$ cat src/rtl/link_reset_sequencer_if.sv
// Reset-sequencer link interface.
// master: the sequencer (consumes PLL lock / channel-up / restart, drives resets and status).
// slave : the link side (transceiver/core/software), the mirror image of master.
//   pll_lock, channel_up, manual_reset : link status and software restart into the sequencer
//   gt_reset, core_reset               : active-high resets to the GT and Aurora core
//   link_ready, state, retry_count     : status out of the sequencer
interface link_reset_sequencer_if;
  logic       pll_lock;
  logic       channel_up;
  logic       manual_reset;
  logic       gt_reset;
  logic       core_reset;
  logic       link_ready;
  logic [2:0] state;
  logic [7:0] retry_count;

  modport master (
    input  pll_lock, channel_up, manual_reset,
    output gt_reset, core_reset, link_ready, state, retry_count
  );

  modport slave (
    output pll_lock, channel_up, manual_reset,
    input  gt_reset, core_reset, link_ready, state, retry_count
  );
endinterface

$ cat src/rtl/link_reset_sequencer.sv
// Serial-link reset sequencer: GT reset, wait for PLL lock, core reset, wait for
// channel-up, then RUN. Restarts on timeout, lock loss or filtered link loss and
// keeps a saturating retry count.
// Ports:
//   clk : system clock
//   rst : synchronous active-high reset
//   bus : link_reset_sequencer_if.master (lock/up/restart in, resets/status out)
module link_reset_sequencer #(
  parameter int unsigned GT_RST_CYCLES   = 16,
  parameter int unsigned CORE_RST_CYCLES = 16,
  parameter int unsigned LOCK_TIMEOUT    = 1024,
  parameter int unsigned UP_TIMEOUT      = 65536,
  parameter int unsigned DROP_FILTER     = 8,
  parameter int unsigned CNT_W           = 17
) (
  input  logic                   clk,
  input  logic                   rst,
  link_reset_sequencer_if.master bus
);

  localparam int unsigned DROP_W = $clog2(DROP_FILTER + 1);

  localparam logic [2:0] ST_GT_RST    = 3'd0;
  localparam logic [2:0] ST_WAIT_LOCK = 3'd1;
  localparam logic [2:0] ST_CORE_RST  = 3'd2;
  localparam logic [2:0] ST_WAIT_UP   = 3'd3;
  localparam logic [2:0] ST_RUN       = 3'd4;

  localparam logic [CNT_W-1:0]  GT_LAST    = CNT_W'(GT_RST_CYCLES - 1);
  localparam logic [CNT_W-1:0]  CORE_LAST  = CNT_W'(CORE_RST_CYCLES - 1);
  localparam logic [CNT_W-1:0]  LOCK_LAST  = CNT_W'(LOCK_TIMEOUT - 1);
  localparam logic [CNT_W-1:0]  UP_LAST    = CNT_W'(UP_TIMEOUT - 1);
  localparam logic [DROP_W-1:0] DROP_LAST  = DROP_W'(DROP_FILTER - 1);
  localparam logic [7:0]        RETRY_MAX  = 8'hFF;

  logic [2:0]        state_q, state_d;
  logic [CNT_W-1:0]  timer_q;
  logic [DROP_W-1:0] drop_q;
  logic [7:0]        retry_q;
  logic              take;       // a transition (or re-entry) happens this cycle
  logic              retry_inc;  // that transition is an automatic restart
  logic              drop_hit;

  // The DROP_FILTER-th consecutive low sample: counter already holds DROP_FILTER-1.
  assign drop_hit = !bus.channel_up && (drop_q == DROP_LAST);

  // State, timer, drop filter and retry registers.
  always_ff @(posedge clk) begin
    if (rst) begin
      state_q <= ST_GT_RST;
      timer_q <= '0;
      drop_q  <= '0;
      retry_q <= '0;
    end else begin
      state_q <= state_d;
      timer_q <= take ? '0 : timer_q + CNT_W'(1);
      if (take || state_q != ST_RUN || bus.channel_up) begin
        drop_q <= '0;
      end else begin
        drop_q <= drop_q + DROP_W'(1);
      end
      if (retry_inc && retry_q != RETRY_MAX) begin
        retry_q <= retry_q + 8'd1;
      end
    end
  end

  // Next-state logic; manual restart overrides everything below rst.
  always_comb begin
    state_d   = state_q;
    take      = 1'b0;
    retry_inc = 1'b0;
    case (state_q)
      ST_GT_RST: begin
        if (timer_q == GT_LAST) begin
          state_d = ST_WAIT_LOCK;
          take    = 1'b1;
        end
      end
      ST_WAIT_LOCK: begin
        if (bus.pll_lock) begin
          state_d = ST_CORE_RST;
          take    = 1'b1;
        end else if (timer_q == LOCK_LAST) begin
          state_d   = ST_GT_RST;
          take      = 1'b1;
          retry_inc = 1'b1;
        end
      end
      ST_CORE_RST: begin
        if (!bus.pll_lock) begin
          state_d   = ST_GT_RST;
          take      = 1'b1;
          retry_inc = 1'b1;
        end else if (timer_q == CORE_LAST) begin
          state_d = ST_WAIT_UP;
          take    = 1'b1;
        end
      end
      ST_WAIT_UP: begin
        if (!bus.pll_lock) begin
          state_d   = ST_GT_RST;
          take      = 1'b1;
          retry_inc = 1'b1;
        end else if (bus.channel_up) begin
          state_d = ST_RUN;
          take    = 1'b1;
        end else if (timer_q == UP_LAST) begin
          state_d   = ST_GT_RST;
          take      = 1'b1;
          retry_inc = 1'b1;
        end
      end
      ST_RUN: begin
        if (!bus.pll_lock) begin
          state_d   = ST_GT_RST;
          take      = 1'b1;
          retry_inc = 1'b1;
        end else if (drop_hit) begin
          // Core-only restart: the GT is still locked, so leave it alone.
          state_d   = ST_CORE_RST;
          take      = 1'b1;
          retry_inc = 1'b1;
        end
      end
      default: begin
        state_d = ST_GT_RST;
        take    = 1'b1;
      end
    endcase
    // Held manual_reset re-enters GT_RST each cycle, pinning the timer at 0.
    if (bus.manual_reset) begin
      state_d   = ST_GT_RST;
      take      = 1'b1;
      retry_inc = 1'b0;
    end
  end

  // Moore outputs decoded from the registered state only.
  always_comb begin
    bus.state       = state_q;
    bus.retry_count = retry_q;
    bus.gt_reset    = (state_q == ST_GT_RST);
    bus.core_reset  = (state_q == ST_GT_RST) || (state_q == ST_WAIT_LOCK) ||
                      (state_q == ST_CORE_RST);
    bus.link_ready  = (state_q == ST_RUN);
  end

endmodule

$ cat src/flat_wrapper.sv
// flat-port wrapper written by rule: the top's interface ports become plain ports
module link_reset_sequencer_flat 
#(
  parameter int unsigned GT_RST_CYCLES   = 16,
  parameter int unsigned CORE_RST_CYCLES = 16,
  parameter int unsigned LOCK_TIMEOUT    = 1024,
  parameter int unsigned UP_TIMEOUT      = 65536,
  parameter int unsigned DROP_FILTER     = 8,
  parameter int unsigned CNT_W           = 17
)
  (clk, rst, bus_pll_lock, bus_channel_up, bus_manual_reset, bus_gt_reset, bus_core_reset, bus_link_ready, bus_state, bus_retry_count);
  link_reset_sequencer_if bus_i ();
  input  logic clk;
  input  logic rst;
  input wire logic [$bits(bus_i.pll_lock)-1:0] bus_pll_lock;
  input wire logic [$bits(bus_i.channel_up)-1:0] bus_channel_up;
  input wire logic [$bits(bus_i.manual_reset)-1:0] bus_manual_reset;
  output wire logic [$bits(bus_i.gt_reset)-1:0] bus_gt_reset;
  output wire logic [$bits(bus_i.core_reset)-1:0] bus_core_reset;
  output wire logic [$bits(bus_i.link_ready)-1:0] bus_link_ready;
  output wire logic [$bits(bus_i.state)-1:0] bus_state;
  output wire logic [$bits(bus_i.retry_count)-1:0] bus_retry_count;
  assign bus_i.pll_lock = bus_pll_lock;
  assign bus_i.channel_up = bus_channel_up;
  assign bus_i.manual_reset = bus_manual_reset;
  assign bus_gt_reset = bus_i.gt_reset;
  assign bus_core_reset = bus_i.core_reset;
  assign bus_link_ready = bus_i.link_ready;
  assign bus_state = bus_i.state;
  assign bus_retry_count = bus_i.retry_count;
  link_reset_sequencer #(.GT_RST_CYCLES(GT_RST_CYCLES), .CORE_RST_CYCLES(CORE_RST_CYCLES), .LOCK_TIMEOUT(LOCK_TIMEOUT), .UP_TIMEOUT(UP_TIMEOUT), .DROP_FILTER(DROP_FILTER), .CNT_W(CNT_W)) u_core (.clk(clk), .rst(rst), .bus(bus_i));
endmodule
$ cat config.mk
export PLATFORM = sky130hd
export DESIGN_NAME = link_reset_sequencer_flat
export DESIGN_NICKNAME = d
export VERILOG_FILES = /design/src/rtl/link_reset_sequencer_if.sv /design/src/rtl/link_reset_sequencer.sv /design/src/flat_wrapper.sv
export SDC_FILE = /design/constraint.sdc
export NUM_CORES = 1
export LEC_CHECK = 0
export BUFFER_PORTS_ARGS = -buffer_cell sky130_fd_sc_hd__buf_2
export CAP_MARGIN = 20
export CORE_MARGIN = 5
export CORE_UTILIZATION = 54
export CTS_BUF_LIST = sky130_fd_sc_hd__clkbuf_4 sky130_fd_sc_hd__clkbuf_8
export DETAILED_ROUTE_END_ITERATION = 16
export PLACE_DENSITY = 0.74
export SLEW_MARGIN = 10
export SYNTH_ARGS = -nofsm -noshare
export SYNTH_HDL_FRONTEND = slang
export SYNTH_SLANG_ARGS = --single-unit
$ cat constraint.sdc
create_clock -name clk -period 2.6 [get_ports clk]
set_input_delay 0.52 -clock clk [delete_from_list [all_inputs] [get_ports clk]]
set_output_delay 0.52 -clock clk [all_outputs]
set_load 0.02 [all_outputs]
==> results.sh, run 1 <==
export IMPL_dieArea_mm2=0.00432
export IMPL_fin_util_pct=64.1
export IMPL_met3_usage_pct=5.30
export IMPL_r2r_cells=10
export IMPL_final_nets=226
export IMPL_syn_area_per_cell_um2=8.83
export IMPL_numCtsBuffers=5
export IMPL_slew_limit_headroom_pct=60.8
export IMPL_route_detailed_drc=0
export IMPL_slowest_stage="dfxtp_2"
export IMPL_coreArea_mm2=0.00303
export IMPL_synth_top_area_share_pct=38.2
export IMPL_status="finished, final reports clean"
export IMPL_grt_max_degree=19
export IMPL_dp_cells=250
export IMPL_power_per_cell_area_mw_per_mm2=406
export IMPL_postSynth_asyncResetShare_pct=0
export IMPL_met2_usage_pct=26.2
export IMPL_initial_core_util_pct=55.4
export IMPL_timing_rr_start="u_core.timer_q[0]"
export IMPL_r2r_end="u_core.bus.retry_count[5]"
export IMPL_grt_pass1_wl_um=5390
export IMPL_grt_overflow=0
export IMPL_finalWirelength_um=3280
export IMPL_antenna_found_initial=0
export IMPL_final_cell_count_no_fill=261
export IMPL_fin_skew_ns=0.00713
export IMPL_power_leakage_nw=0.753
export IMPL_clockBufferDepth=2
export IMPL_synth_area_top_cells="dfxtp_1 38%, nor2_1 7.2%, nand3_1 4.8%"
export IMPL_endpoint_kind="flop"
export IMPL_max_freq_ghz=0.405
export IMPL_synth_edf_count=0
export IMPL_worstSetupPathType="flop to flop"
export IMPL_synthCells=190
export IMPL_reg2reg_slack_ns=0.13
export IMPL_ant_nets=0
export IMPL_syn_nets=199
export IMPL_cpPeakStageDelay_ns=0.36
export IMPL_io_pins=19
export IMPL_tns_ns=0
export IMPL_dp_hpwl_um=2280
export IMPL_final_common_cell="nor2_1"
export IMPL_grt_util_all_layers_pct=16.0
export IMPL_critPathMaxFanout=7
export IMPL_syn_to_final_growth_pct=15.7
export IMPL_worstMarginPinSlew_ns=0.582
export IMPL_rows=20
export IMPL_synth_top_area_cell="dfxtp_1"
export IMPL_crit_family="simple AND/OR/NAND/NOR gates"
export IMPL_clk_latency_ns=0.32
export IMPL_drt_first_iter_violations=241
export IMPL_final_cell_mix="31 x nor2_1, 30 x dfxtp_1, 19 x buf_2"
export IMPL_drive_above_1_share_pct=27.2
export IMPL_viasPerCell=5.39
export IMPL_die_x_um=65.7
export IMPL_period_minus_slack_ns=2.47
export IMPL_yosys_warnings=0
export IMPL_ys_flop_type="dfxtp_1"
export IMPL_cp_start_kind="flop"
export IMPL_setup_violations=0
export IMPL_hold_violations=0
export IMPL_critical_path_buf_inv_count=0
export IMPL_worstHoldEndpoint="u_core.timer_q[0]"
export IMPL_min_path_cells=1
export IMPL_first_pass_iters=4
export IMPL_io_buffers=18
export IMPL_timing_final_crit_share_pct=94.9
export IMPL_first_global_vias=1253
export IMPL_top_usage_layer="met2"
export IMPL_die_h_um=65.7
export IMPL_cts_root_buf="clkbuf_4"
export IMPL_crit_chain="ha_2, nand3_2, nor4_4, and4_2, ha_1, nand3b_1, a21oi_1, nor2_2, a211oi_2, mux2_1"
export IMPL_htreeDepth=2
export IMPL_hold_path_class="flop to flop"
export IMPL_antenna_cells=0
export IMPL_cts_tree="done"
export IMPL_ys_seq_elements=32
export IMPL_worstPathRequired_ns=2.82
export IMPL_p_total_uw=788
export IMPL_report_final_slew_viol_count=0
export IMPL_synth_distinct_cells=42
export IMPL_gp_congestion=0.868
export IMPL_max_cap_viol_count=0
export IMPL_met1_usage_pct=19.0
export IMPL_via_count=1408
export IMPL_wire_per_inst_um=12.6
export IMPL_clk_pin_slew_ns=0.09
export IMPL_irDropWorstVdd_mv=0.252
export IMPL_arrival_ns=2.69
export IMPL_clock_sinks=32
export IMPL_synth_area_mm2=0.00168
export IMPL_synth_seq_area_share_pct=38.2
export IMPL_hold_start="u_core.timer_q[0]"
-- report_power, final --
group	internal (mW)	total [mW]	leakage [nW]	switching, mW
Sequential	0.491	0.493	0.259	0.00151
Clock	0.110	0.263	0.0315	0.153
Combinational	0.0129	0.0319	0.463	0.0190
Total	0.614	0.788	0.753	0.173
-- kinds of logic after synthesis --
| kind of cell | Yosys count | synth area share [%] |
|---|---|---|
| compound gates | 20 | 7.46 |
| xor+xnor | 16 | 8.35 |
| fa+ha+maj | 4 | 2.98 |
| buf+inv | 15 | 4.47 |
| flops | 32 | 38.2 |
| mux | 9 | 5.89 |
| simple gates | 94 | 32.7 |
-- how the worst max path moves through the flow --
| stage | startpoint | to | depth (start not counted) |
|---|---|---|---|
| 6_report | u_core.timer_q[0] | u_core.bus.retry_count[5] | 10 |
| 2_1_floorplan | u_core.timer_q[0] | u_core.bus.retry_count[0] | 10 |
| 4_1_cts | u_core.timer_q[0] | u_core.bus.retry_count[0] | 10 |
| 3_3_place_gp | u_core.timer_q[0] | u_core.bus.retry_count[0] | 10 |
| 5_1_grt | u_core.timer_q[0] | u_core.bus.retry_count[5] | 10 |
| 3_5_place_dp | u_core.timer_q[0] | u_core.bus.retry_count[7] | 10 |
-- area by class of cell --
type	count	area, um^2
Sequential cell	32	643
Fill cell	258	1090
Timing Repair Buffer	27	159
Clock buffer	6	45.0
Clock inverter	1	5.00
Multi-Input combinational cell	143	1000
Inverter	8	30.0
Tap cell	44	55.1
-- synth_stat cells, types with 2 or more instances --
cell type,count
a211oi_1,4
a21oi_1,9
and2b_2,2
and3_1,3
and3_2,3
buf_2,4
dfxtp_1,32
ha_1,4
inv_1,8
mux2_1,3
mux2_2,4
mux2i_1,2
nand2_1,6
nand2b_1,3
nand3_1,16
nand4_1,4
nor2_1,32
nor2b_1,4
nor3_1,3
nor4_1,5
nor4_4,2
o211ai_1,2
o21bai_1,2
xnor2_1,9
xor2_1,7
-- layer usage --
| metal | vias up | part of all wire [%] |
|---|---|---|
| li1 | 718 | - |
| met1 | 657 | 46 |
| met2 | 27 | 48 |
| met3 | 6 | 4.1 |
| met4 | 0 | 1.3 |
| met5 | - | 0 |
-- through the flow --
step                      worst slack (ns)  cell area (um^2)  hold WS [ns]
after floorplan                     0.0275              1680         0.429
after global placement               0.152              1820         0.443
after detailed placement            0.0810              1820         0.455
after CTS                           0.0803              1870         0.439
after global routing               -0.0847              1940         0.458
final                                0.132              1940         0.439
-- registers in the layout, indices dropped and copies added, names as in the netlist --
name,count
u_core.drop_q,4
u_core.timer_q,17
u_core.bus.retry_count,8
u_core.bus.state,3
-- what timing repair did --
action | 4_1_cts | 5_1_grt
hold buffers | 0 | 0
gates resized for setup | 0 | 14
setup buffers | 0 | 2
setup endpoints to repair | 0 | 24
No activity file was read; power rests on OpenSTA's default activity.
==> inputs of run 2 (changes only) <==
Settings changed: BUFFER_PORTS_ARGS -buffer_cell sky130_fd_sc_hd__buf_2 to not set, CORE_UTILIZATION 54 to 59, DONT_BUFFER_PORTS set to 1, PLACE_DENSITY 0.74 to 0.75.
==> run 2 against run 1 <==
Against the previous run:
- first-iteration DRC count fell by 63%
- largest cell class unchanged
- clock power up 22%
- via count down 3.2%
==> results.sh, run 2 (synthesized netlist as in run 1, its figures left out) <==
export IMPL_grt_max_degree=19
export IMPL_multi_input_area_um2=990
export IMPL_via_count=1363
export IMPL_cts_hold_buf=0
export IMPL_hold_start="bus_channel_up"
export IMPL_setup_violations=0
export IMPL_power_switching_uw=177
export IMPL_regMostFlops="u_core.timer_q"
export IMPL_clockBufferDepth=2
export IMPL_cp_start_kind="flop"
export IMPL_dp_cells=221
export IMPL_dp_hpwl_um=2330
export IMPL_grt_pass1_wl_um=5330
export IMPL_worstHoldEndpoint="u_core.drop_q[1]"
export IMPL_power_leakage_nw=0.673
export IMPL_fill_cells=227
export IMPL_first_global_vias=1284
export IMPL_grt_util_all_layers_pct=16.5
export IMPL_seqPwrFrac_pct=59.4
export IMPL_min_path_cells=1
export IMPL_irDropWorstVdd_mv=0.406
export IMPL_finalWirelength_um=3280
export IMPL_period_minus_slack_ns=2.53
export IMPL_htreeDepth=2
export IMPL_holdWs_ns=0.254
export IMPL_drive_above_1_share_pct=18.6
export IMPL_first_pass_iters=5
export IMPL_reg2reg_slack_ns=0.07
export IMPL_coreArea_mm2=0.00273
export IMPL_swShare_pct=21.3
export IMPL_final_cell_count_no_fill=230
export IMPL_regArea_um2=642
export IMPL_numCtsBuffers=5
export IMPL_io_buffers=0
export IMPL_viasPerCell=5.93
export IMPL_syn_to_final_growth_pct=8.87
export IMPL_route_detailed_drc=0
export IMPL_endpoint_kind="flop"
export IMPL_hold_violations=0
export IMPL_power_per_cell_area_mw_per_mm2=454
export IMPL_clock_sinks=32
export IMPL_wire_per_inst_um=14.2
export IMPL_initial_core_util_pct=61.4
export IMPL_worstSetupPathType="flop to flop"
export IMPL_slew_limit_headroom_pct=53.4
export IMPL_hold_path_class="primary input to flop"
export IMPL_p_int_uw=654
export IMPL_r2r_cells=10
export IMPL_io_pins=19
export IMPL_placed_cell_area_mm2=0.00172
export IMPL_grt_overflow=0
export IMPL_max_freq_ghz=0.396
export IMPL_antenna_found_initial=0
export IMPL_largest_reg_flops=17
export IMPL_clk_pin_slew_ns=0.10
export IMPL_pre_cts_ws_ns=0.0796
export IMPL_worstPathRequired_ns=2.84
export IMPL_arrival_ns=2.76
export IMPL_fin_skew_ns=0.0111
export IMPL_clk_latency_ns=0.34
export IMPL_p_clk_share_pct=38.5
export IMPL_rows=19
export IMPL_max_cap_viol_count=0
export IMPL_cts_root_buf="clkbuf_4"
export IMPL_timing_final_crit_share_pct=97.2
export IMPL_drt_first_iter_violations=90
export IMPL_report_final_slew_viol_count=0
export IMPL_critPathMaxFanout=7
export IMPL_cts_tree="done"
export IMPL_power_frac_comb_pct=2.1
export IMPL_worstMarginPinSlew_ns=0.693
export IMPL_timing_rr_start="u_core.timer_q[1]"
export IMPL_final_setup_worst_slack_ns=0.0740
export IMPL_r2r_end="u_core.bus.retry_count[5]"
export IMPL_post_route_cell_area_mm2=0.00183
export IMPL_status="finished, final reports clean"
export IMPL_ant_nets=0
export IMPL_final_cell_mix="31 x nor2_1, 31 x dfxtp_1, 15 x nand3_1"
export IMPL_dieArea_mm2=0.00401
export IMPL_gp_congestion=0.826
export IMPL_die_x_um=63.3
export IMPL_die_h_um=63.3
export IMPL_final_nets=207
export IMPL_antenna_cells=0
run 2: changes by cell type in the layout (fill, tap and decap cells not counted):
cell,previous run,this run
a211oi_2,3,2
buf_4,7,8
dfxtp_2,2,1
clkbuf_8,0,1
a211oi_1,1,2
buf_6,1,0
buf_2,19,0
dfxtp_1,30,31
nor4_2,1,0
ha_1,3,4
nor4_1,4,5
ha_2,1,0
clkbuf_4,6,7
clkinv_2,1,0
run 2: critical path, cell delays in order (launching register included):
cell,delay [ns]
dfxtp_1,0.37
ha_1,0.21
nand3_2,0.12
nor4_4,0.28
and4_2,0.25
ha_1,0.18
nand3b_1,0.09
a21oi_1,0.18
nor2_2,0.12
a211oi_1,0.26
mux2_1,0.36
run 2: worst max path at each step:
stage               cells past startpoint               from                   endpoint  slack [ns]
floorplan                              10  u_core.timer_q[0]  u_core.bus.retry_count[0]        0.03
global placement                       10  u_core.timer_q[0]  u_core.bus.retry_count[0]        0.16
detailed placement                     11  u_core.timer_q[0]         u_core.timer_q[14]        0.08
CTS                                    11  u_core.timer_q[0]         u_core.timer_q[14]        0.06
global route                           10  u_core.timer_q[1]  u_core.bus.retry_count[5]       -0.05
finish                                 10  u_core.timer_q[1]  u_core.bus.retry_count[5]        0.07
run 2: per-stage QoR:
stage | setup TNS [ns] | power (mW) | util, %
2_1_floorplan | 0 | 0.520 | -
3_3_place_gp | 0 | 0.519 | 63.1
3_5_place_dp | 0 | 0.520 | 63.1
4_1_cts | 0 | 0.836 | 65.5
5_1_grt | -0.0538 | 0.870 | 66.8
6_report | 0 | 0.830 | 66.8
run 2: power groups by stage:
stage | Combinational, mW | Clock, mW | Sequential [mW]
floorplan | 0.0165 | 0 | 0.504
global placement | 0.0151 | 0 | 0.504
detailed placement | 0.0160 | 0 | 0.504
CTS | 0.0160 | 0.327 | 0.493
global route | 0.0196 | 0.357 | 0.493
finish | 0.0172 | 0.320 | 0.493
run 2: per-layer routing:
metal	part of all wire, %	GRT usage [%]
met3	6.2	4.44
met2	47	26.3
met5	0	0
met4	2.6	10.1
met1	44	19.5
run 2: layout make-up:
class / count / share of cell area [%]
Clock buffer: 8 / 3.63
Inverter: 8 / 1.64
Multi-Input combinational cell: 143 / 54.2
Sequential cell: 32 / 35.1
Tap cell: 31 / 2.12
Timing Repair Buffer: 8 / 3.29
run 2: repair_timing:
action,CTS,global route
endpoints found under the setup margin,0,27
gates resized for setup,0,7
setup buffers,0,1
